## src/rtl/load_store_unit.sv

```systemverilog
// rtl/load_store_unit.sv - RV32I load/store stage: word bus access with byte strobes and load write-back
module load_store_unit #(
   parameter int ADDR_W = 32,
   parameter int DATA_W = 32
) (
   input  logic              clk,
   input  logic              rst,
   input  logic              start,
   input  logic              is_store,
   input  logic [2:0]        funct3,
   input  logic [ADDR_W-1:0] addr,
   input  logic [DATA_W-1:0] store_data,
   input  logic [4:0]        rd_in,
   output logic              mem_req,
   output logic              mem_we,
   output logic [ADDR_W-1:0] mem_addr,
   output logic [3:0]        mem_wstrb,
   output logic [DATA_W-1:0] mem_wdata,
   input  logic              mem_ready,
   input  logic [DATA_W-1:0] mem_rdata,
   output logic              busy,
   output logic              wb_en,
   output logic [4:0]        wb_rd,
   output logic [DATA_W-1:0] wb_data,
   output logic              misaligned
);

   typedef enum logic [1:0] {IDLE, REQ, DONE, ERR} state_t;

   state_t              state, state_next;
   logic                op_store;
   logic [2:0]          op_f3;
   logic [ADDR_W-1:0]   op_addr;
   logic [DATA_W-1:0]   op_sd;
   logic [DATA_W-1:0]   op_rdata;
   logic [4:0]          op_rd;
   logic                illegal;
   logic [1:0]          off;
   logic [DATA_W-1:0]   shifted;

   // Legality is judged on the live inputs so IDLE can branch straight to ERR.
   always_comb begin
      illegal = 1'b0;
      if (is_store) begin
         if (funct3 > 3'd2) illegal = 1'b1;
      end else if (funct3 == 3'd3 || funct3 == 3'd6 || funct3 == 3'd7) begin
         illegal = 1'b1;
      end
      if (funct3[1:0] == 2'd1 && addr[0]) illegal = 1'b1;
      if (funct3[1:0] == 2'd2 && addr[1:0] != 2'b00) illegal = 1'b1;
   end

   always_ff @(posedge clk) begin
      if (rst) begin
         state    <= IDLE;
         op_store <= 1'b0;
         op_f3    <= 3'd0;
         op_addr  <= '0;
         op_sd    <= '0;
         op_rdata <= '0;
         op_rd    <= 5'd0;
      end else begin
         state <= state_next;
         if (state == IDLE && start) begin
            op_store <= is_store;
            op_f3    <= funct3;
            op_addr  <= addr;
            op_sd    <= store_data;
            op_rd    <= rd_in;
         end
         if (state == REQ && mem_ready && !op_store) op_rdata <= mem_rdata;
      end
   end

   always_comb begin
      state_next = state;
      case (state)
         IDLE:    if (start) state_next = illegal ? ERR : REQ;
         REQ:     if (mem_ready) state_next = DONE;
         DONE:    state_next = IDLE;
         ERR:     state_next = IDLE;
         default: state_next = IDLE;
      endcase
   end

   assign off     = op_addr[1:0];
   assign shifted = op_rdata >> {off, 3'b000};

   // Bus-side outputs are forced to zero whenever no request is outstanding.
   always_comb begin
      mem_req   = (state == REQ);
      mem_we    = 1'b0;
      mem_addr  = '0;
      mem_wstrb = 4'b0000;
      mem_wdata = '0;
      if (mem_req) begin
         mem_we   = op_store;
         mem_addr = {op_addr[ADDR_W-1:2], 2'b00};
         if (op_store) begin
            case (op_f3[1:0])
               2'd0: begin
                  mem_wstrb = 4'b0001 << off;
                  mem_wdata = {4{op_sd[7:0]}};
               end
               2'd1: begin
                  mem_wstrb = 4'b0011 << off;
                  mem_wdata = {2{op_sd[15:0]}};
               end
               default: begin
                  mem_wstrb = 4'b1111;
                  mem_wdata = op_sd;
               end
            endcase
         end
      end
   end

   always_comb begin
      wb_en   = (state == DONE) && !op_store && (op_rd != 5'd0);
      wb_rd   = 5'd0;
      wb_data = '0;
      if (wb_en) begin
         wb_rd = op_rd;
         case (op_f3)
            3'd0:    wb_data = {{24{shifted[7]}}, shifted[7:0]};
            3'd4:    wb_data = {24'd0, shifted[7:0]};
            3'd1:    wb_data = {{16{shifted[15]}}, shifted[15:0]};
            3'd5:    wb_data = {16'd0, shifted[15:0]};
            default: wb_data = shifted;
         endcase
      end
   end

   assign misaligned = (state == ERR);
   assign busy       = (state != IDLE);

endmodule

```

## config.mk

```make
export PLATFORM = sky130hd
export DESIGN_NAME = load_store_unit
export DESIGN_NICKNAME = d
export VERILOG_FILES = /design/src/rtl/load_store_unit.sv
export SDC_FILE = /design/constraint.sdc
export NUM_CORES = 1
export LEC_CHECK = 0
export ABC_CLOCK_PERIOD_IN_PS = 2800
export CAP_MARGIN = 30
export CORE_MARGIN = 2
export CORE_UTILIZATION = 45
export CTS_CLUSTER_DIAMETER = 50
export CTS_CLUSTER_SIZE = 10
export DETAILED_ROUTE_END_ITERATION = 8
export PLACE_DENSITY = 0.83
export SLEW_MARGIN = 25
export SYNTH_ARGS = -nofsm -noshare
export SYNTH_HDL_FRONTEND = slang
export SYNTH_SLANG_ARGS = --single-unit
```

## constraint.sdc

```tcl
create_clock -name clk -period 2.8 [get_ports clk]
set_input_delay 0.56 -clock clk [delete_from_list [all_inputs] [get_ports clk]]
set_output_delay 0.56 -clock clk [all_outputs]
set_load 0.02 [all_outputs]
```

==> results of run 1 <==
## how the worst max path moves through the flow
stage | start | cells after the start | end | slack, ns
2_1_floorplan | op_rd[0]$_SDFFE_PP0P_ | 5 | wb_data[16] | 0.66
3_3_place_gp | op_addr[1]$_SDFFE_PP0P_ | 5 | wb_data[14] | 0.10
3_5_place_dp | op_addr[1]$_SDFFE_PP0P_ | 5 | wb_data[10] | 0.04
4_1_cts | state[1]$_SDFFE_PP0P_ | 6 | mem_wdata[28] | 0.005
5_1_grt | op_rd[0]$_SDFFE_PP0P_ | 6 | wb_data[31] | 0.002
6_report | op_rd[0]$_SDFFE_PP0P_ | 5 | wb_data[19] | 0.04
## critical path: stages, from the launching register on
cell and delay (ns):
dfxtp_1 0.33, or4_4 0.58, o2111ai_4 0.28, buf_4 0.20, o21ai_0 0.10, dlygate4sd2_1 0.36
## through the flow
stage	hold WS (ns)	util [%]	total power, uW
floorplan	0.4317	-	2083
global placement	0.4378	66.26	2378
detailed placement	0.4418	66.26	2390
CTS	0.4521	68.80	3662
global route	0.4674	69.37	3812
finish	0.4492	69.37	3656
## power breakdown
| group | switching, uW | internal [uW] | leakage (uW) |
|---|---|---|---|
| Combinational | 363 | 325 | 0.00244 |
| Clock | 585 | 700 | 0.000136 |
| Sequential | 69.1 | 1610 | 0.000875 |
| Total | 1020 | 2640 | 0.00346 |
## layer usage
metal	vias to the layer above	track usage (%)	part of all wire, %
li1	2794	-	-
met1	2537	33.64	41
met2	216	43.67	49
met3	31	5.838	7.2
met4	0	9.024	2.7
met5	-	0	0
## cells in the final DEF (no fill, tap or decap), types with 2 or more instances in the layout
cell type        instances
nand2_1                230
clkdlybuf4s50_1        159
a21oi_1                127
dfxtp_1                106
and2_1                  43
nor2_1                  40
dlygate4sd2_1           34
mux2i_1                 32
dlymetal6s2s_1          22
buf_4                   18
o21ai_0                 16
a211oi_1                15
a21o_1                   9
clkbuf_16                9
and3_1                   8
a21oi_2                  8
nor2b_1                  7
inv_1                    4
nand2b_1                 3
or2_2                    3
buf_12                   3
buf_6                    3
nor2_4                   2
nor3_1                   2
o21ai_1                  2
conb_1                   2
clkbuf_1                 2
clkinvlp_4               2
## cell families (layout without fill, tap and decap cells)
group / Yosys count / after routing / share of synthesized area (%)
multiplexers: 34 / 34 / 6.356
buffers and inverters: 65 / 260 / 5.751
AND/OR/NAND/NOR: 345 / 345 / 28.01
flip-flops: 107 / 107 / 39.86
XOR/XNOR: 1 / 1 / 0.1630
other: 1 / 2 / 0.06978
AO/OA/AOI/OAI: 182 / 182 / 19.79
## state kept, by name (all words and copies together) (netlist names)
| register | flops |
|---|---|
| op_addr | 32 |
| op_rdata | 32 |
| op_sd | 32 |
| op_rd | 5 |
| op_f3 | 3 |
| state | 2 |
| op_store | 1 |
## timing repair
action	4_1_cts	5_1_grt
pin swaps	1	1
buffers inserted	2	0
gates resized for setup	39	27
setup endpoints to repair	34	52
endpoints found under the hold margin	0	0
## final cells by class
class	count	area [um2]	share of cell area, %
inverters	5	21.27	0.2662
multi-input cells	564	2957	37.01
well taps	143	178.9	2.240
clock buffers	11	232.7	2.913
flip-flops and latches	107	2143	26.83
clock inverters	5	62.56	0.7831
repair buffers	239	2394	29.96
==> qor.yml, run 1 <==
worst_setup_path:
  cp-end-kind: "primary output"
  timing.critical_path.required_ns: 2.24
  path_max_fanout: 7
  setup_cp_type: "reg2out"
  critical_path_arrival_ns: 2.20
  reg2regPathDepth: 7
  cp-start-kind: "flip-flop"
  rr_endpoint: "op_rdata[23]$_SDFFE_PP0P_"
  timing.rr.start: "state[1]$_SDFFE_PP0P_"
  reg2reg_slack_ns: 0.95
timing:
  unrepaired_setup_endpoints_after_global_routing: "no"
  final.setup.tns_ns: 0
  timing.slew.headroom_pct: 55.88
  maxClockFrequency_mhz: 362.7
  drv_slew: 0
  shortest_period_the_worst_path_allows_ns: 2.757
  setup_violations: 0
  layout_worst_path_cycle_share_pct: 98.47
  setup_slack_ns: 0.04277
  tightestPinTransition_ns: 0.6617
  final-hold-violation-count: 0
  finalClockSkew_ns: 0.006167
clock_tree:
  cts_buffer_depth: 2
  ctsHtreeMaxLevel: 3
  clock_insertion_delay_worst_skew_ns: 0.35
  cts_root_buffer: "clkbuf_16"
  path_clk_slew_ns: 0.07
  cts_inserted_buffers: 9
  cts_tree: "done"
  cts_hold_repair.buffers: 0
  clock_sink_count: 107
logic_synthesis:
  post_synth_instance_area_um2: 5374
  most_used_standard_cell_by_instance_count_after_synthesis: "nand2_1"
  synth_flop_cell: "dfxtp_1"
  post-synth-top-area-cell: "dfxtp_1"
  syn_avg_cell_area_um2: 7.311
  syn-instance-count: 735
  synth_async_sr_flop_share_pct: 0
  synth.area.top_cells: "dfxtp_1 40%, nand2_1 16%, a21oi_1 12%"
  yosys_register_bits: 107
  synth_warnings: 0
  top_cells_by_count_synth: "230 x nand2_1, 127 x a21oi_1, 107 x dfxtp_1"
  synth_largest_type_area_fraction_pct: 39.86
  synth_edf_count: 0
  yosys.cell_types.count: 37
  share_of_synthesized_area_occupied_by_flip_flops_and_latches_pct: 39.86
status:
  run_status: "finished, final reports clean"
routing:
  drt-wirelength-per-cell_um: 16.02
  drt-vias-per-instance: 5.194
  drt_pass1_iterations: 5
  ant_nets: 0
  detailroute.via_count: 5578
  dr.first_iter.drc_count: 413
  drt-total-wl_mm: 17.21
  drc: 0
worst_hold_path:
  min_path_type: "reg2reg"
  worstHoldPathCells: 2
  min_delay_src: "op_addr[2]$_SDFFE_PP0P_"
  min_to: "op_addr[2]$_SDFFE_PP0P_"
die:
  die_area_um2: 12830
  chipWidth_um: 113.3
  initial_core_util_pct: 46.66
  die_y_um: 113.3
  floorplan.core_area_um2: 11520
  io_pins: 219
  core.rowCount: 39
global_routing:
  global_route.usage.total_pct: 26.24
  grt_first_pass_wirelength_mm: 27.14
  grt_overflow_total: 0
  number_of_antenna_violations_at_the_first_check_in_global_routing: 0
  pin_count_of_the_biggest_net_entering_global_routing: 69
  first_global_vias: 5255
place:
  detailed_place_hpwl_mm: 12.01
  place.port_buffers: 216
  place.gp.congestion: 0.8917
  placed_area_um2: 7631
  dpl.cell_count: 1056
  dp_slack_ns: 0.04089
finish:
  num-fill-cells: 983
  synthToLayoutAreaGrowth_pct: 48.66
  final_layout_size_suffix_gt1_share_pct: 6.767
  finish.net_count: 1035
  finalInstanceArea_um2: 7989
  finalNonFillerCells: 1074
  insertedDiodeCount: 0
power:
  power.static_leakage_uw: 0.003456
  worst_ir_drop_vdd_v: 0.0003701
  p_per_area_nw_per_um2: 457.7
run:
  cap_violations: 0
(Power assumes the default switching activity.)
==> inputs of run 2 (changes only) <==
==> config.mk (replaced) <==
export PLATFORM = sky130hd
export DESIGN_NAME = load_store_unit
export DESIGN_NICKNAME = d
export VERILOG_FILES = /design/src/rtl/load_store_unit.sv
export SDC_FILE = /design/constraint.sdc
export NUM_CORES = 1
export LEC_CHECK = 0
export ABC_CLOCK_PERIOD_IN_PS = 2300
export CAP_MARGIN = 30
export CORE_MARGIN = 8
export CORE_UTILIZATION = 39
export CTS_CLUSTER_DIAMETER = 50
export DETAILED_ROUTE_END_ITERATION = 8
export PLACE_DENSITY = 0.77
export SLEW_MARGIN = 25
export SYNTH_ARGS = -nofsm -noshare
export SYNTH_HDL_FRONTEND = slang
export SYNTH_SLANG_ARGS = --single-unit
==> constraint.sdc (replaced) <==
create_clock -name clk -period 2.3 [get_ports clk]
set_input_delay 0.46 -clock clk [delete_from_list [all_inputs] [get_ports clk]]
set_output_delay 0.46 -clock clk [all_outputs]
set_load 0.02 [all_outputs]
==> run 2 against run 1 <==
The flow now finishes with violations (negative setup slack); core utilization shrank 9.0 points; sequential power rose by 22%; first-iteration DRC count is 32% lower; critical path depth is 2 higher; largest power group unchanged.
==> qor.yml, run 2 (same netlist as run 1, synthesis figures left out) <==
place:
  placed_area_um2: 7920
  detailed_place_hpwl_mm: 14.03
  dp_slack_ns: -0.2121
  place.port_buffers: 216
  dpl.cell_count: 1122
  place.gp.congestion: 0.9152
routing:
  dr.first_iter.drc_count: 280
  drt-total-wl_mm: 19.23
  ant_nets: 0
  drt-vias-per-instance: 5.021
  drc: 0
  detailroute.via_count: 5764
  drt-wirelength-per-cell_um: 16.75
  drt_pass1_iterations: 5
worst_setup_path:
  path_max_fanout: 7
  cp-start-kind: "flip-flop"
  cp-end-kind: "primary output"
  timing.critical_path.required_ns: 1.84
  setup_cp_type: "reg2out"
  critical_path_arrival_ns: 2.05
finish:
  largest_registers_in_the_final_layout: "op_addr: 32 flops, op_rdata: 32 flops, op_sd: 32 flops"
  finalInstanceArea_um2: 8249
  multiInputGateArea_um2: 3030
  num-fill-cells: 1285
  ff_latch_area_um2: 2147
  finalNonFillerCells: 1148
  final_layout_size_suffix_gt1_share_pct: 17.46
  synthToLayoutAreaGrowth_pct: 53.50
  finish.net_count: 1072
  mostFrequentLayoutCells: "230 x nand2_1, 127 x a21oi_1, 109 x clkdlybuf4s50_1"
  final_common_cell: "nand2_1"
  insertedDiodeCount: 0
timing:
  final.setup.tns_ns: -3.694
  final-hold-violation-count: 0
  shortest_period_the_worst_path_allows_ns: 2.511
  finalClockSkew_ns: 0.005100
  finalHoldWorstSlack_ns: 0.4512
  setup_violations: 31
  setup_slack_ns: -0.2111
  layout_worst_path_cycle_share_pct: 109.2
  maxClockFrequency_mhz: 398.2
  unrepaired_setup_endpoints_after_global_routing: "yes"
  drv_slew: 0
clock_tree:
  cts_inserted_buffers: 9
  ctsHtreeMaxLevel: 3
  cts_tree: "done"
  cts_root_buffer: "clkbuf_16"
  path_clk_slew_ns: 0.08
  clock_insertion_delay_worst_skew_ns: 0.34
  clock_sink_count: 107
  cts_buffer_depth: 2
power:
  share_of_total_power_consumed_by_net_switching_pct: 28.51
  power.share.sequential_pct: 45.9
  p_per_area_nw_per_um2: 540.0
  power_frac_comb_pct: 20.5
  worst_ir_drop_vdd_v: 0.0003331
  net-switching-power_uw: 1270
  p_int_uw: 3184
  p_clk_share_pct: 33.5
  power.static_leakage_uw: 0.003412
global_routing:
  grt_first_pass_wirelength_mm: 30.24
  grt_overflow_total: 0
  number_of_antenna_violations_at_the_first_check_in_global_routing: 0
  pin_count_of_the_biggest_net_entering_global_routing: 67
  global_route.usage.total_pct: 21.04
  first_global_vias: 5759
status:
  run_status: "finished with violations"
  failing_checks: "negative setup slack"
die:
  die_y_um: 133.4
  floorplan.core_area_um2: 13670
  io_pins: 219
  core.rowCount: 43
  initial_core_util_pct: 39.32
  die_area_um2: 17790
  chipWidth_um: 133.4
run:
  cap_violations: 0
worst_hold_path:
  min_path_type: "reg2reg"
==> run 2: path summary, 6_finish.rpt <==
path	start	endpoint	slack, ns	cells past startpoint
max	op_rd[0]$_SDFFE_PP0P_	wb_data[21]	-0.21	7
min	op_addr[12]$_SDFFE_PP0P_	op_addr[12]$_SDFFE_PP0P_	0.45	2
max reg2reg	state[1]$_SDFFE_PP0P_	op_rdata[31]$_SDFFE_PP0P_	0.55	7
min reg2reg	op_addr[12]$_SDFFE_PP0P_	op_addr[12]$_SDFFE_PP0P_	0.45	2
==> run 2: layer usage <==
metal | track usage, % | up-vias | wire, um
met3 | 7.267 | 47 | 1711
met5 | 0 | - | 0
met2 | 34.68 | 245 | 9036
met4 | 9.794 | 0 | 690
met1 | 23.99 | 2598 | 7789
li1 | - | 2874 | -
==> run 2: repair_timing <==
item                                    CTS  global route
buffers inserted                          1             9
gates resized for setup                 244           135
cloned                                    1             0
endpoints found under the setup margin  106            67
pin swaps                                11             4
hold buffers                              0             0
==> run 2: final cells by class <==
type | count | share of cell area, %
clock buffer | 10 | 2.897
clock inverter | 6 | 0.5764
inverter | 5 | 0.2578
multi-input combinational | 564 | 36.74
sequential | 107 | 26.03
tap | 180 | 2.730
timing repair buffer | 276 | 30.78
==> run 2: power by group through the flow <==
stage,Combinational [uW],Clock (uW),Sequential [uW]
2_1_floorplan,475,0,2060
3_3_place_gp,884,0,2080
3_5_place_dp,892,0,2080
4_1_cts,896,1530,2040
5_1_grt,1000,1600,2060
6_report,914,1490,2050
==> run 2: metrics by stage <==
step	util [%]	total power, uW
2_1_floorplan	-	2535
3_3_place_gp	57.96	2962
3_5_place_dp	57.96	2974
4_1_cts	59.50	4470
5_1_grt	60.36	4659
6_report	60.36	4454
==> run 2: worst max-delay path: stages (launching register included) <==
cell      delay [ns]
dfxtp_2         0.32
or4_4           0.57
o21ai_4         0.23
inv_4           0.07
o311ai_4        0.11
buf_4           0.21
o21ai_2         0.06
buf_6           0.13
==> edit, RTL diff (flow settings as in run 2) <==
Set the parameter `ADDR_W` to 64 (it was 32).
--- a/src/rtl/load_store_unit.sv
+++ b/src/rtl/load_store_unit.sv
@@ -1,6 +1,6 @@
 // rtl/load_store_unit.sv - RV32I load/store stage: word bus access with byte strobes and load write-back
 module load_store_unit #(
-   parameter int ADDR_W = 32,
+   parameter int ADDR_W = 64,
    parameter int DATA_W = 32
 ) (
    input  logic              clk,
Interface: changed (resized addr and mem_addr); port bits go from 219 to 283. The function was not compared with the original's and may differ.
==> edit against run 2 <==
  * The flow still finishes with violations (negative setup slack)
  * Clock power is 77% higher
  * Sequential cell count is 32 higher
  * Global-route usage is 0.49 points higher
  * Critical path depth stayed put
  * Power is 45% higher
  * Design area is 24% higher
  * Area after synthesis is 23% higher
  * Setup slack worse by 0.11 ns
  * Fmax is 4.3% lower
  * First-iteration DRC count is 23% higher
  * Wire length is 27% higher
  * Largest cell class unchanged
==> edit: results (changes against run 2) <==
INFO  logic_synthesis muxShareOfSynthArea=5.23% [-1.1 points]
INFO  clocking       cts.htree.levels=4 [+1]
INFO  min_path       holdPathEnd=op_addr[34]$_SDFFE_PP0P_
INFO  global_route   grt_max_degree=75 [+12%]
INFO  route          highest_layer=met5
INFO  global_route   groute.usage.overall=21.5% [+0.49 points]
INFO  run_status     failed_checks=negative setup slack
INFO  logic_synthesis netlist_area=6630µm² [+23%]
INFO  final_layout   buf_share=29.6% [-1.2 points]
INFO  pwr            combPwrFrac=17.9% [-2.6 points]
INFO  clocking       clk-insertion-delay-late=0.41ns [+0.07 ns]
INFO  place          detailedPlacementHpwl=17400µm [+24%]
INFO  min_path       timing.hold.worst.start=op_addr[34]$_SDFFE_PP0P_
INFO  route          met1Wirelength=9560µm [+23%]
INFO  logic_synthesis synth_compound_gate_area_share=18.3% [-1.5 points]
INFO  final_layout   regArea=2790µm² [+30%]
INFO  clocking       numCtsBuffers=17 [+8]
INFO  pwr            sw_frac_of_total=26.7% [-1.8 points]
INFO  final_layout   multiInputCombCellCount=684 [+21%]
INFO  pwr            power.density=631nW/µm² [+17%]
INFO  place          dpl_cell_area=9830µm² [+24%]
INFO  final_layout   seq_area_share=27.3% [+1.2 points]
INFO  final_layout   multi_input_combinational_area_share=34.7% [-2.0 points]
INFO  pwr            powerSeq=2.66mW [+30%]
INFO  place          globalplace.congestion=0.938 [+2.4%]
INFO  global_route   grt_pass1_wl=37000µm [+22%]
INFO  final_layout   layout.filler_cells=1535 [+19%]
INFO  pwr            ir_worst_vdd=537µV [+61%]
INFO  logic_synthesis synth_xor_area_share=0% [-0.16 points]
INFO  timing         postLayoutSetupSlackWorst=-0.323ns [-0.112 ns]
INFO  place          portBuffers=280 [+30%]
INFO  timing         finalSetupViolCount=33 [+6.5%]
INFO  route          drt-wirelength-per-cell=17.2µm [+2.7%]
INFO  route          met3WireLength=2510µm [+47%]
INFO  timing         final.setup_skew=0.00668ns [+0.00158 ns]
INFO  logic_synthesis synth.top_cells.by_count=nand2_1, a21oi_1, dfxtp_1
INFO  logic_synthesis number_of_cells_produced_by_synthesis=905 [+23%]
INFO  run_status     outcome=complete, but fails checks
INFO  worst_setup_path r2r.worst_path.cells=6 [-1]
INFO  final_layout   post_route_cells_drive_above_1_share=21.2% [+3.7 points]
INFO  clocking       clk_pin_slew=0.06ns [-0.02 ns]
INFO  pwr            power.leakage=4.23nW [+24%]
INFO  global_route   antenna_violations_before_repair=2 [+2]
INFO  final_layout   design.seq.count=139 [+30%]
INFO  logic_synthesis top_post_synthesis_cells_by_area=dfxtp_1, nand2_1, a21oi_1
INFO  worst_setup_path crit_fanout=8 [+1]
INFO  global_route   gr_met1_demand_resource=23.6% [-0.42 points]
INFO  global_route   gr-usage-met3=10.8% [+3.5 points]
INFO  global_route   first_global_vias=6788 [+18%]
==> edit: changes by cell type in the layout (fill, tap and decap cells not counted), moves of 7 or more <==
| cell | change |
|---|---|
| a21oi_1 | +35 |
| buf_2 | +48 |
| nand2_1 | +69 |
| clkbuf_16 | +11 |
| buf_6 | -9 |
| and2_1 | +25 |
| clkdlybuf4s15_2 | +17 |
| dfxtp_1 | +29 |
| nor2_1 | -7 |
| clkdlybuf4s15_1 | -11 |
| dlygate4sd2_1 | -31 |
| clkbuf_2 | +10 |
| clkdlybuf4s50_1 | +32 |
==> edit: worst max-delay path, cell delays in order, from the launching register on <==
cell and delay (ns):
dfxtp_2 0.31, or4_4 0.54, o21ai_4 0.27, buf_6 0.14
a2111oi_4 0.03, buf_6 0.15, a21o_1 0.17, buf_6 0.13
==> edit: timing repair <==
item	CTS	global route
setup buffers	5	6
endpoints found under the setup margin	138	124
gates cloned	1	3
pin swaps	3	1
gates resized for setup	514	75
